==> config.mk <==
export PLATFORM = sky130hd
export DESIGN_NAME = lsu_subword_ctrl
export DESIGN_NICKNAME = d
export VERILOG_FILES = /design/src/rtl/lsu_subword_ctrl.sv
export SDC_FILE = /design/constraint.sdc
export NUM_CORES = 1
export LEC_CHECK = 0
export BUFFER_PORTS_ARGS = -buffer_cell sky130_fd_sc_hd__buf_2
export CORE_MARGIN = 1.5
export CORE_UTILIZATION = 50
export CTS_CLUSTER_DIAMETER = 50
export DETAILED_ROUTE_END_ITERATION = 6
export PLACE_DENSITY = 0.85
export SLEW_MARGIN = 30
export SYNTH_ARGS = -nofsm -noshare
export SYNTH_HDL_FRONTEND = slang
export SYNTH_SLANG_ARGS = --single-unit
==> constraint.sdc <==
create_clock -name clk -period 7.3 [get_ports clk]
set_clock_uncertainty 0.1 [all_clocks]
set_input_delay 1.825 -clock clk [delete_from_list [all_inputs] [get_ports clk]]
set_output_delay 1.825 -clock clk [all_outputs]
set_load 0.02 [all_outputs]
==> src/rtl/lsu_subword_ctrl.sv <==
// lsu_subword_ctrl: byte/halfword load-store front end for a word-wide memory.
// Sub-word stores run as read-modify-write; loads extract and extend the addressed lane.
module lsu_subword_ctrl #(
    parameter int DATA_WIDTH = 32
) (
    input  logic                  clk,
    input  logic                  rst_n,
    input  logic                  req_valid,
    input  logic                  req_we,
    input  logic [2:0]            funct3,
    input  logic [DATA_WIDTH-1:0] addr,
    input  logic [DATA_WIDTH-1:0] wdata,
    output logic                  busy,
    output logic                  done,
    output logic                  err,
    output logic [DATA_WIDTH-1:0] load_data,
    output logic [DATA_WIDTH-1:0] mem_a,
    output logic [DATA_WIDTH-1:0] mem_wd,
    output logic                  mem_we,
    input  logic [DATA_WIDTH-1:0] mem_rd
);
    typedef enum logic {IDLE, MERGE} state_t;

    state_t                r_state, w_next;
    logic                  r_done, r_err;
    logic [DATA_WIDTH-1:0] r_load_data, r_merge, r_addr;
    logic                  w_accept, w_err, w_store, w_sub_store, w_load, w_sx;
    logic [DATA_WIDTH-1:0] w_aligned, w_mask, w_lane, w_merged, w_shift, w_ext;

    assign w_aligned   = {addr[DATA_WIDTH-1:2], 2'b00};
    assign w_err       = (funct3 == 3'b011) || (funct3[2:1] == 2'b11)
                      || (funct3[1:0] == 2'b01 && addr[0])
                      || (funct3 == 3'b010 && addr[1:0] != 2'b00)
                      || (req_we && funct3[2]);
    assign w_accept    = req_valid && r_state == IDLE;
    assign w_store     = w_accept && req_we && !w_err;
    assign w_sub_store = w_store && funct3 != 3'b010;
    assign w_load      = w_accept && !req_we && !w_err;

    // Replicating the store data across lanes lets one mask select the target lane.
    assign w_mask   = funct3[0] ? (32'h0000_FFFF << {addr[1], 4'b0000})
                                : (32'h0000_00FF << {addr[1:0], 3'b000});
    assign w_lane   = funct3[0] ? {2{wdata[15:0]}} : {4{wdata[7:0]}};
    assign w_merged = (mem_rd & ~w_mask) | (w_lane & w_mask);

    assign w_shift = mem_rd >> {addr[1:0], 3'b000};
    assign w_sx    = !funct3[2];
    assign w_ext   = funct3[1] ? mem_rd
                   : funct3[0] ? {{16{w_sx & w_shift[15]}}, w_shift[15:0]}
                   : {{24{w_sx & w_shift[7]}}, w_shift[7:0]};

    always_comb begin
        w_next = IDLE;
        w_next = (r_state == IDLE && w_sub_store) ? MERGE : IDLE;
    end

    // Memory port is held quiet during reset even if a request is presented.
    assign mem_we = rst_n && (r_state == MERGE || (w_store && !w_sub_store));
    assign mem_a  = !rst_n ? '0 : (r_state == MERGE) ? r_addr : w_aligned;
    assign mem_wd = !mem_we ? '0 : (r_state == MERGE) ? r_merge : wdata;

    always_ff @(posedge clk or negedge rst_n) begin
        if (!rst_n) begin
            r_state     <= IDLE;
            r_done      <= 1'b0;
            r_err       <= 1'b0;
            r_load_data <= '0;
            r_merge     <= '0;
            r_addr      <= '0;
        end else begin
            r_state <= w_next;
            r_done  <= (w_accept && !w_sub_store) || r_state == MERGE;
            r_err   <= w_accept && w_err;
            if (w_accept && w_err)
                r_load_data <= '0;
            else if (w_load)
                r_load_data <= w_ext;
            if (w_sub_store) begin
                r_merge <= w_merged;
                r_addr  <= w_aligned;
            end
        end
    end

    assign busy      = r_state == MERGE;
    assign done      = r_done;
    assign err       = r_err;
    assign load_data = r_load_data;
endmodule

======== Yosys cells after proc, flatten, opt, wreduce, memory -nomap -nowiden ========
Cells that the tools add are included.
word-level totals
  output and inout port bits .............. 100
  flip-flop bits (word level) ............. 97
  input bits .............................. 103
cells by class
  eq/ne operators ......................... 5
  reductions and logical operators ........ 26
  shift-type cells ........................ 3
  muxes and demuxes ....................... 11
  bitwise operators ....................... 7
operator list
  kind                                                 number
  2-to-1 mux 32 bit                                    10
  bitwise AND 32 bit                                   2
  inverter 32 bit                                      1
  OR 32 bit                                            1
  << shifter 16 x 5 -> 32 bit, first input constant    1
  << shifter 8 x 5 -> 32 bit, first input constant     1
  right shift 32 x 5 -> 16 bit                         1
  logical AND 1 bit                                    14
  equality test 3 x 2 -> 1 bit, second input constant  2
  logical OR 1 bit                                     6
  logical NOT 1 bit                                    4
  nonzero test 2 bit                                   2
  != test 3 x 2 -> 1 bit, second input constant        1
  bitwise AND 1 bit                                    2
  equality test 2 x 1 -> 1 bit, second input constant  1
  equality test 2 bit, second input constant           1
  2-to-1 mux 1 bit                                     1
  inverter 1 bit                                       1

======== Depth between registers and ports, before layout ========
Gate-level depths: netlist of the first run.
  depth in word-level cells ............... 13
  mapped depth ............................ 7
  gate-level depth less buffers ........... 4

======== Worst setup path after synthesis of the first run ========
Ideal clock, no wire load.
  path kind ............................... input-to-output
  from .................................... in addr[0]
  to ...................................... out mem_wd[0]
  data arrival time ....................... 3215 ps
  cell stages on the path ................. 6
  slack ................................... 2160 ps
  buffers on the path ..................... 2
  required time ........................... 5375 ps
  cells stage by stage .................... buf_2 a21oi_1 o21a_1 a22oi_1 buf_2 nor2_1
between the ends
  word-level cells in the longest chain between the ends .. 12
RTL lines
  what                                                            line    text
  start: declaration                                              11      input logic [DATA_WIDTH-1:0] addr,
  nonzero test 2 bit / logical AND 1 bit (equally long branches)  33, 32
  logical AND 1 bit / logical OR 1 bit (equally long branches)    33, 32
  logical OR 1 bit (*)                                            33      || (funct3 == 3'b010 && addr[1:0] != 2'b00)
  logical OR 1 bit (*)                                            34      || (req_we && funct3[2]);
  logical NOT 1 bit (*)                                           36      assign w_store = w_accept && req_we && !w_err;
  logical AND 1 bit (*)                                           36
  logical AND 1 bit                                               37      assign w_sub_store = w_store && funct3 != 3'b010;
  logical NOT 1 bit                                               58      assign mem_we = rst_n && (r_state == MERGE || (w_store && !w_sub_store));
  logical AND 1 bit (*)                                           58
  logical OR 1 bit (*)                                            58
  logical AND 1 bit (*)                                           58
  2-to-1 mux 32 bit (*)                                           60      assign mem_wd = !mem_we ? '0 : (r_state == MERGE) ? r_merge : wdata;
  end: declaration                                                18      output logic [DATA_WIDTH-1:0] mem_wd,
Every way passes the cells marked *; elsewhere a longest branch is shown, timed or not.

======== Final worst setup path of the first run ========
  from .................................... in funct3[0]
  to ...................................... out mem_wd[3]
between the ends
  word-level cells in the longest chain between the ends .. 13
RTL lines
  what                                                                                 line    text
  start: declaration                                                                   10      input logic [2:0] funct3,
  equality test 3 x 2 -> 1 bit / equality test 2 x 1 -> 1 bit (equally long branches)  31, 32
  logical OR 1 bit / logical AND 1 bit (equally long branches)                         31, 32
  logical OR 1 bit                                                                     32      || (funct3[1:0] == 2'b01 && addr[0])
  logical OR 1 bit                                                                     33
  logical OR 1 bit                                                                     34
  logical NOT 1 bit                                                                    36
  logical AND 1 bit                                                                    36
  logical AND 1 bit                                                                    37
  logical NOT 1 bit                                                                    58
  logical AND 1 bit (*)                                                                58
  logical OR 1 bit (*)                                                                 58
  logical AND 1 bit (*)                                                                58
  2-to-1 mux 32 bit (*)                                                                60
Marks and branches as above.

==> results_tabular.tex, run 1 <==
\begin{tabular}{lr}
\hline
Metric & Value \\
\hline
\multicolumn{2}{l}{\textbf{Run status}} \\
\quad Outcome & finished clean \\
\multicolumn{2}{l}{\textbf{Critical path}} \\
\quad Crit path max-delay cell type & o21a\_1 \\
\quad Required time at the endpoint of the critical path & 5.38 ns \\
\quad Stage delay of the slowest cell on the critical path & 0.53 ns \\
\quad Worst Path Arrival & 3.84 ns \\
\quad Peak fanout along the critical path & 33 \\
\quad Cell chain of the critical path & buf\_2, a21oi\_1, o21a\_1, a22oi\_2, buf\_4, nor2\_1, buf\_2 \\
\quad Library cell appearing most often on the critical path & buf\_2 \\
\quad Kind of critical path & in -> out \\
\quad Endpoint class of the critical path & primary output \\
\quad Critical path startpoint category & input port \\
\multicolumn{2}{l}{\textbf{Yosys}} \\
\quad Cell Area, Synth & 5770 sq um \\
\quad Cell count after synthesis & 617 \\
\quad Register area share after synthesis & 0.421 \\
\quad Post-synthesis xor/xnor area fraction & 0 \\
\quad Mean cell area of the mapped netlist & 9.34 sq um \\
\quad Synth Register Bits & 97 \\
\quad Synth Area in Simple Gates & 0.155 \\
\quad Multiplexer share of the synthesized area & 0.211 \\
\quad Adder and majority cell fraction of the synthesized area & 0 \\
\quad Count of different cell masters after synthesis & 41 \\
\quad Combinational family with the most area after synthesis & multiplexers \\
\quad Complex-gate fraction of the synthesized area & 0.168 \\
\quad Warning count from the yosys run & 0 \\
\multicolumn{2}{l}{\textbf{GRT}} \\
\quad Total gr overflow & 0 \\
\quad First-pass GRT wire length & 24,700 microns \\
\quad Total global-route track usage & 0.270 \\
\quad Antenna violations before repair & 0 \\
\quad Vias in the first global route & 4,636 \\
\quad Maximum number of pins on one net before global-route repair & 97 \\
\multicolumn{2}{l}{\textbf{Drt}} \\
\quad Number of nets with antenna violations after routing & 0 \\
\quad Pre-Repair DR Iteration Count & 5 \\
\quad Average wire length per cell after detail routing & 18.0 microns \\
\quad Routed Wire Length & 16,800 microns \\
\quad Drt drc & 0 \\
\quad Routed via count divided by cell count & 5.73 \\
\quad Via count & 5,342 \\
\quad Number of DRC markers after the initial detailed-route iteration & 489 \\
\multicolumn{2}{l}{\textbf{Clocking}} \\
\quad Number of buffers inserted during clock tree synthesis & 9 \\
\quad Post-CTS resize count & 0 \\
\quad Sinks on Clock Net & 97 \\
\quad CTS Buffer Depth & 2 \\
\quad Number of levels in the clock H-tree & 3 \\
\quad Clock root buffer & clkbuf\_16 \\
\quad Clock latency at the later pin of the worst-skew pair & 0.33 ns \\
\quad Post-CTS Setup Repair Bufs & 0 \\
\quad Clock-pin slew on the worst setup and hold paths & 0.06 ns \\
\quad Clock tree from TritonCTS & done \\
\quad Hold Buf Count CTS & 0 \\
\multicolumn{2}{l}{\textbf{Placed design}} \\
\quad Post-place instance area & 6790 sq um \\
\quad Count of buffers inserted at the top-level ports & 200 \\
\quad Post-detailed-placement half-perimeter wirelength & 12,300 microns \\
\quad Placer's final routability congestion estimate & 0.931 \\
\multicolumn{2}{l}{\textbf{Floorplanning}} \\
\quad Die Footprint & 12,200 sq um \\
\quad Overall die height & 110 microns \\
\quad Initial cell density of the core & 0.509 \\
\quad Core Region & 11,300 sq um \\
\quad DIE WIDTH & 110 microns \\
\quad Number of core rows & 39 \\
\quad I/O pin count & 203 \\
\multicolumn{2}{l}{\textbf{Worst hold path}} \\
\quad HP Class & reg -> reg \\
\multicolumn{2}{l}{\textbf{Timing}} \\
\quad Final period demand of the worst path & 5.76 ns \\
\quad Slew @ Worst Pin & 0.939 ns \\
\quad Highest attainable clock frequency & 174 MHz \\
\quad Endpoints failing hold & 0 \\
\quad Relative slew margins & 0.370 \\
\quad Unrepaired setup endpoints after global routing & no \\
\quad Final setup violation count & 0 \\
\quad Fin. max-slew vios & 0 \\
\quad Final cycle utilization of the critical path & 0.789 \\
\quad Accumulated negative setup slack & 0 ns \\
\multicolumn{2}{l}{\textbf{Finish}} \\
\quad Number of antenna diodes & 0 \\
\quad Leading cell types in the layout, fill and taps excluded & buf\_2 (199), dfrtp\_1 (96), mux2i\_1 (88) \\
\quad Share of cells above drive strength 1 & 0.326 \\
\quad Area growth, synth to finish & 23.3\% \\
\quad Post-layout instance area & 7110 sq um \\
\quad Total Nets Final & 888 \\
\quad Most common cell after layout, fill and taps aside & buf\_2 \\
\multicolumn{2}{l}{\textbf{Power and ir drop}} \\
\quad Clock group share of total power & 0.332 \\
\quad Share of total power in combinational logic & 0.211 \\
\quad Leakage power figure & 0.00340 uW \\
\quad Sequential power share & 0.457 \\
\quad Net Sw Power & 447 uW \\
\quad Worst ir drop on vdd & 0.000148 V \\
\quad Net Sw Frac & 0.292 \\
\quad Power density over the cells & 216 nW/um\^{}2 \\
\quad Internal cell power & 1090 uW \\
\multicolumn{2}{l}{\textbf{Flow run}} \\
\quad Max Cap Violations & 0 \\
\hline
\end{tabular}
[worst max-delay path: cells and delay by family]
kind            cells  cell delay, ns
compound gates      3            1.11
simple gates        1            0.16
buf+inv             3            0.70
[layer usage]
layer  track usage  up-vias  wire length (microns)
met2         0.426      258                   7830
met5             0        -                      0
met3        0.0353       42                   1290
li1              -     2528                      -
met4        0.0989        0                    455
met1         0.381     2514                   7220
[synthesized netlist by cell type]
| master | count | area, sq um |
|---|---|---|
| clkinv_1 | 1 | 3.75 |
| a22oi_1 | 1 | 7.51 |
| nor4_1 | 8 | 50.1 |
| o221ai_1 | 16 | 140 |
| o21bai_1 | 1 | 7.51 |
| clkbuf_1 | 22 | 82.6 |
| nor2_1 | 80 | 300 |
| conb_1 | 1 | 3.75 |
| o21ba_2 | 1 | 10.0 |
| nor2b_1 | 41 | 257 |
| nand2b_1 | 15 | 93.8 |
| o21a_1 | 3 | 22.5 |
| a22o_1 | 1 | 8.76 |
| a21o_1 | 1 | 7.51 |
| clkbuf_2 | 1 | 5.00 |
| nand3b_1 | 2 | 15.0 |
| buf_1 | 1 | 3.75 |
| mux2i_1 | 88 | 881 |
| and2_1 | 1 | 6.26 |
| dfrtp_1 | 97 | 2430 |
| or3b_1 | 1 | 8.76 |
| buf_6 | 2 | 22.5 |
| nand2_2 | 1 | 6.26 |
| inv_1 | 5 | 18.8 |
| o21ai_2 | 1 | 8.76 |
| a222oi_1 | 2 | 20.0 |
| o2bb2ai_1 | 8 | 70.1 |
| nand2_1 | 35 | 131 |
| o21ai_0 | 81 | 405 |
| o21ai_1 | 1 | 5.00 |
| o2111ai_2 | 1 | 15.0 |
| mux2_2 | 30 | 338 |
| nand4_1 | 1 | 6.26 |
| a21oi_1 | 32 | 160 |
| nor3b_1 | 1 | 7.51 |
| buf_4 | 2 | 15.0 |
| nor3_1 | 1 | 5.00 |
| a221o_1 | 7 | 70.1 |
| a211oi_1 | 1 | 7.51 |
| buf_2 | 21 | 105 |
| or2_0 | 1 | 6.26 |
[power by group through the flow]
stage	combinational, uW	clock, uW	sequential, uW
2_1_floorplan	193	0	706
3_3_place_gp	310	0	706
3_5_place_dp	323	0	709
4_1_cts	324	514	699
5_1_grt	357	540	711
6_report	324	509	700
[through the flow]
stage          utilization  hold WS (ns)  setup slack [ns]  instances  power (uW)
6_report             0.628         0.381              1.54        932        1530
3_5_place_dp         0.600         0.373              1.58        917        1030
5_1_grt              0.628         0.407              1.33        932        1610
4_1_cts              0.628         0.388              1.58        932        1540
3_3_place_gp         0.598         0.362              1.64        916        1020
2_1_floorplan            -         0.350              2.16        618         899
[sequential cells by signal (all words and copies together), names as in the netlist]
| signal | flops |
|---|---|
| err | 1 |
| r_merge | 32 |
| r_addr | 30 |
| busy | 1 |
| load_data | 32 |
| done | 1 |
[path summary, 6_finish.rpt]
check / end / slack [ns] / start / cells past startpoint
setup / recovery: mem_wd[3] / 1.54 / funct3[0] / 7
hold / removal: r_merge[2] / 0.38 / r_merge[2] / 2
setup reg to reg: load_data[27] / 4.56 / busy / 4
hold reg to reg: r_merge[2] / 0.38 / r_merge[2] / 2
max in group asynchronous: r_merge[16] / 4.70 / rst_n / 2
min in group asynchronous: busy / 1.38 / rst_n / 1
[logic make-up (layout without fill, tap and decap cells)]
| kind of cell | after synthesis | count (layout) |
|---|---|---|
| other cells | 1 | 2 |
| flops | 97 | 97 |
| mux | 118 | 118 |
| buf+inv | 55 | 226 |
| simple gates | 188 | 188 |
| compound gates | 158 | 158 |
[area by class of cell]
type                            instances  area, sq um
Fill cell                             974         4210
Multi-Input combinational cell        466         3110
Sequential cell                        97         2430
Timing Repair Buffer                  205         1050
Clock buffer                           10          239
Tap cell                              143          179
Clock inverter                          5         78.8
Inverter                                6         22.5
Note: power is estimated with default switching activity, not from simulation.
==> run 2: changes to the inputs <==
--- a/config.mk
+++ b/config.mk
@@ -5,6 +5,7 @@
 export SDC_FILE = /design/constraint.sdc
 export NUM_CORES = 1
 export LEC_CHECK = 0
+export ABC_AREA = 1
 export BUFFER_PORTS_ARGS = -buffer_cell sky130_fd_sc_hd__buf_2
 export CORE_MARGIN = 1.5
 export CORE_UTILIZATION = 50
==> constraint.sdc (replaced) <==
create_clock -name clk -period 5.3 [get_ports clk]
set_clock_uncertainty 0.1 [all_clocks]
set_input_delay 1.325 -clock clk [delete_from_list [all_inputs] [get_ports clk]]
set_output_delay 1.325 -clock clk [all_outputs]
set_load 0.02 [all_outputs]
==> results_tabular.tex, run 2 <==
\begin{tabular}{lr}
\hline
Metric & Value \\
\hline
\multicolumn{2}{l}{\textbf{Timing}} \\
\quad Slew @ Worst Pin & 0.677 ns (-0.262 ns) \\
\quad Final cycle utilization of the critical path & 0.841 \\
\quad Final period demand of the worst path & 4.46 ns \\
\quad Unrepaired setup endpoints after global routing & no \\
\quad Final setup violation count & 0 (unchanged) \\
\quad Accumulated negative setup slack & 0 ns (unchanged) \\
\quad Final Worst Setup Slack & 0.843 ns (-0.696 ns) \\
\quad Relative slew margins & 0.549 (+0.179) \\
\quad Highest attainable clock frequency & 224 MHz \\
\quad Endpoints failing hold & 0 (unchanged) \\
\quad Fin. max-slew vios & 0 (unchanged) \\
\multicolumn{2}{l}{\textbf{GRT}} \\
\quad First-pass GRT wire length & 27,400 microns (+11\%) \\
\quad Vias in the first global route & 5,505 (+19\%) \\
\quad GR Util met1 & 0.368 (-0.0126) \\
\quad Met2 routing resource usage after global routing & 0.437 (+0.0109) \\
\quad Total global-route track usage & 0.274 (+0.00376) \\
\quad Antenna violations before repair & 0 (unchanged) \\
\quad Total gr overflow & 0 (unchanged) \\
\quad Maximum number of pins on one net before global-route repair & 62 (-36\%) \\
\quad Busiest grt layer & met2 \\
\quad GR Layer Usage met3 & 0.0566 (+0.0213) \\
\multicolumn{2}{l}{\textbf{Critical path}} \\
\quad R2r setup slk & 1.86 ns (-2.70 ns) \\
\quad Worst Path Arrival & 3.03 ns (-0.81 ns) \\
\quad Required time at the endpoint of the critical path & 3.88 ns (-1.50 ns) \\
\quad Endpoint class of the critical path & primary output \\
\quad Kind of critical path & in -> out \\
\quad Peak fanout along the critical path & 33 (unchanged) \\
\quad Critical path startpoint category & input port \\
\multicolumn{2}{l}{\textbf{Drt}} \\
\quad Pre-Repair DR Iteration Count & 6 (+1) \\
\quad Number of DRC markers after the initial detailed-route iteration & 623 (+27\%) \\
\quad Average wire length per cell after detail routing & 14.8 microns (-18\%) \\
\quad Routed via count divided by cell count & 5.26 (-8.2\%) \\
\quad Via count & 6,020 (+13\%) \\
\quad Number of nets with antenna violations after routing & 0 (unchanged) \\
\quad Routed Wire Length & 16,900 microns (+0.69\%) \\
\quad Drt drc & 0 (unchanged) \\
\multicolumn{2}{l}{\textbf{Yosys}} \\
\quad Warning count from the yosys run & 0 (unchanged) \\
\quad Post-synthesis async set-or-reset flop share & 1.00 (unchanged) \\
\quad Cell count after synthesis & 831 (+35\%) \\
\quad Complex-gate fraction of the synthesized area & 0.164 (-0.00374) \\
\quad Top cells by area in the synthesized netlist & dfrtp\_1 (41\%), nand2\_1 (19\%), o21ai\_0 (8.2\%) \\
\quad Post-synth top area share & 0.412 (-0.00885) \\
\quad Most instantiated cells after synthesis & nand2\_1 (299), dfrtp\_1 (97), o21ai\_0 (97) \\
\quad Most frequently used cell type in the post-synthesis netlist & nand2\_1 \\
\quad Synth Area in Simple Gates & 0.283 (+0.128) \\
\quad Synth Register Bits & 97 (unchanged) \\
\quad Register area share after synthesis & 0.412 (-0.00885) \\
\quad Post-synthesis xor/xnor area fraction & 0 (unchanged) \\
\quad Combinational family with the most area after synthesis & simple AND/OR/NAND/NOR gates \\
\quad Mean cell area of the mapped netlist & 7.09 sq um (-24\%) \\
\quad Multiplexer share of the synthesized area & 0.0408 (-0.171) \\
\quad Count of flip-flops with a built-in enable after synthesis & 0 (unchanged) \\
\quad Count of different cell masters after synthesis & 29 (-29\%) \\
\quad Adder and majority cell fraction of the synthesized area & 0 (unchanged) \\
\quad Top cell type by total area after synthesis & dfrtp\_1 \\
\quad Cell Area, Synth & 5890 sq um (+2.1\%) \\
\quad Ys flop type & dfrtp\_1 \\
\multicolumn{2}{l}{\textbf{Worst hold path}} \\
\quad HP Class & reg -> reg \\
\multicolumn{2}{l}{\textbf{Floorplanning}} \\
\quad I/O pin count & 203 (unchanged) \\
\quad Overall die height & 112 microns (+1.0\%) \\
\quad DIE WIDTH & 112 microns (+1.0\%) \\
\quad Initial cell density of the core & 0.514 (+0.00430) \\
\quad Die Footprint & 12,400 sq um (+2.1\%) \\
\quad Core Region & 11,500 sq um (+1.3\%) \\
\quad Number of core rows & 39 (unchanged) \\
\multicolumn{2}{l}{\textbf{Clocking}} \\
\quad Sinks on Clock Net & 97 (unchanged) \\
\quad Clock tree from TritonCTS & done \\
\quad Hold Buf Count CTS & 0 (unchanged) \\
\quad Clock latency at the later pin of the worst-skew pair & 0.34 ns (about the same) \\
\quad CTS Buffer Depth & 2 (unchanged) \\
\quad Clock-pin slew on the worst setup and hold paths & 0.06 ns (about the same) \\
\quad Number of buffers inserted during clock tree synthesis & 9 (unchanged) \\
\quad Clock root buffer & clkbuf\_16 \\
\quad Post-CTS Setup Repair Bufs & 0 (unchanged) \\
\quad Post-CTS resize count & 0 (unchanged) \\
\quad Number of levels in the clock H-tree & 3 (unchanged) \\
\multicolumn{2}{l}{\textbf{Placed design}} \\
\quad Count of buffers inserted at the top-level ports & 200 (unchanged) \\
\quad Placer's final routability congestion estimate & 0.938 (+0.73\%) \\
\quad Post-detailed-placement half-perimeter wirelength & 12,600 microns (+2.7\%) \\
\quad Setup WS pre-CTS & 0.861 ns (-0.721 ns) \\
\multicolumn{2}{l}{\textbf{Power and ir drop}} \\
\quad Leakage power figure & 0.00417 uW (+23\%) \\
\quad Worst ir drop on vdd & 0.000187 V (+27\%) \\
\quad Power density over the cells & 306 nW/um\^{}2 (+42\%) \\
\multicolumn{2}{l}{\textbf{Flow run}} \\
\quad Max Cap Violations & 0 (unchanged) \\
\multicolumn{2}{l}{\textbf{Finish}} \\
\quad Area growth, synth to finish & 22.3\% \\
\quad Leading cell types in the layout, fill and taps excluded & nand2\_1 (298), buf\_2 (199), o21ai\_0 (97) \\
\quad Most common cell after layout, fill and taps aside & nand2\_1 \\
\quad Number of antenna diodes & 0 (unchanged) \\
\quad Total Nets Final & 1,099 (+24\%) \\
\quad Share of cells above drive strength 1 & 0.265 (-0.0610) \\
\multicolumn{2}{l}{\textbf{Run status}} \\
\quad Outcome & finished clean \\
\hline
\end{tabular}
run 2: area by class of cell:
cell class,count,area [sq um]
fill,1071,4270
multi-input combinational,608,2890
sequential,97,2430
timing repair buffer,205,1040
inverter,75,282
clock buffer,10,239
tap,143,179
clock inverter,6,138
run 2: path summary, 6_finish.rpt:
kind / startpoint / endpoint / cells past startpoint
hold / removal: r_addr[16] / r_addr[16] / 2
min in group asynchronous: rst_n / r_addr[16] / 1
hold reg to reg: r_addr[16] / r_addr[16] / 2
max in group asynchronous: rst_n / load_data[4] / 2
setup reg to reg: busy / r_merge[20] / 8
setup / recovery: funct3[1] / mem_wd[12] / 9
run 2: per-layer routing:
metal | share of wire | vias up
met1 | 0.43 | 2702
met4 | 0.028 | 0
met5 | 0 | -
li1 | - | 2964
met2 | 0.46 | 310
met3 | 0.086 | 44
run 2: where the power goes:
group	switching (uW)	internal (uW)	total, uW
registers	75.1	866	941
clock network	282	524	806
logic	291	165	456
run 2: through the flow:
stage	hold slack, ns	power [uW]	util	cell area, sq um	std cells
after floorplan	0.348	1240	-	5890	832
after global placement	0.356	1390	0.595	6820	1128
after detailed placement	0.360	1410	0.595	6820	1128
after CTS	0.378	2220	0.628	7200	1144
after global routing	0.394	2320	0.628	7200	1144
final	0.372	2200	0.628	7200	1144
run 2: cells by family (layout without fill, tap and decap cells):
group / count (synthesis) / count (layout)
compound gates: 174 / 174
mux: 24 / 24
simple gates: 408 / 408
buf+inv: 127 / 296
flops: 97 / 97
other cells: 1 / 2
run 2: worst max-delay path, cell delays in order:
cell and delay, ns:
buf_2 0.28, inv_1 0.35, nor2_1 0.25, nand3_1 0.10, nand2_1 0.07, nand2_1 0.04, buf_4 0.26, nor2_1 0.15
buf_2 0.18
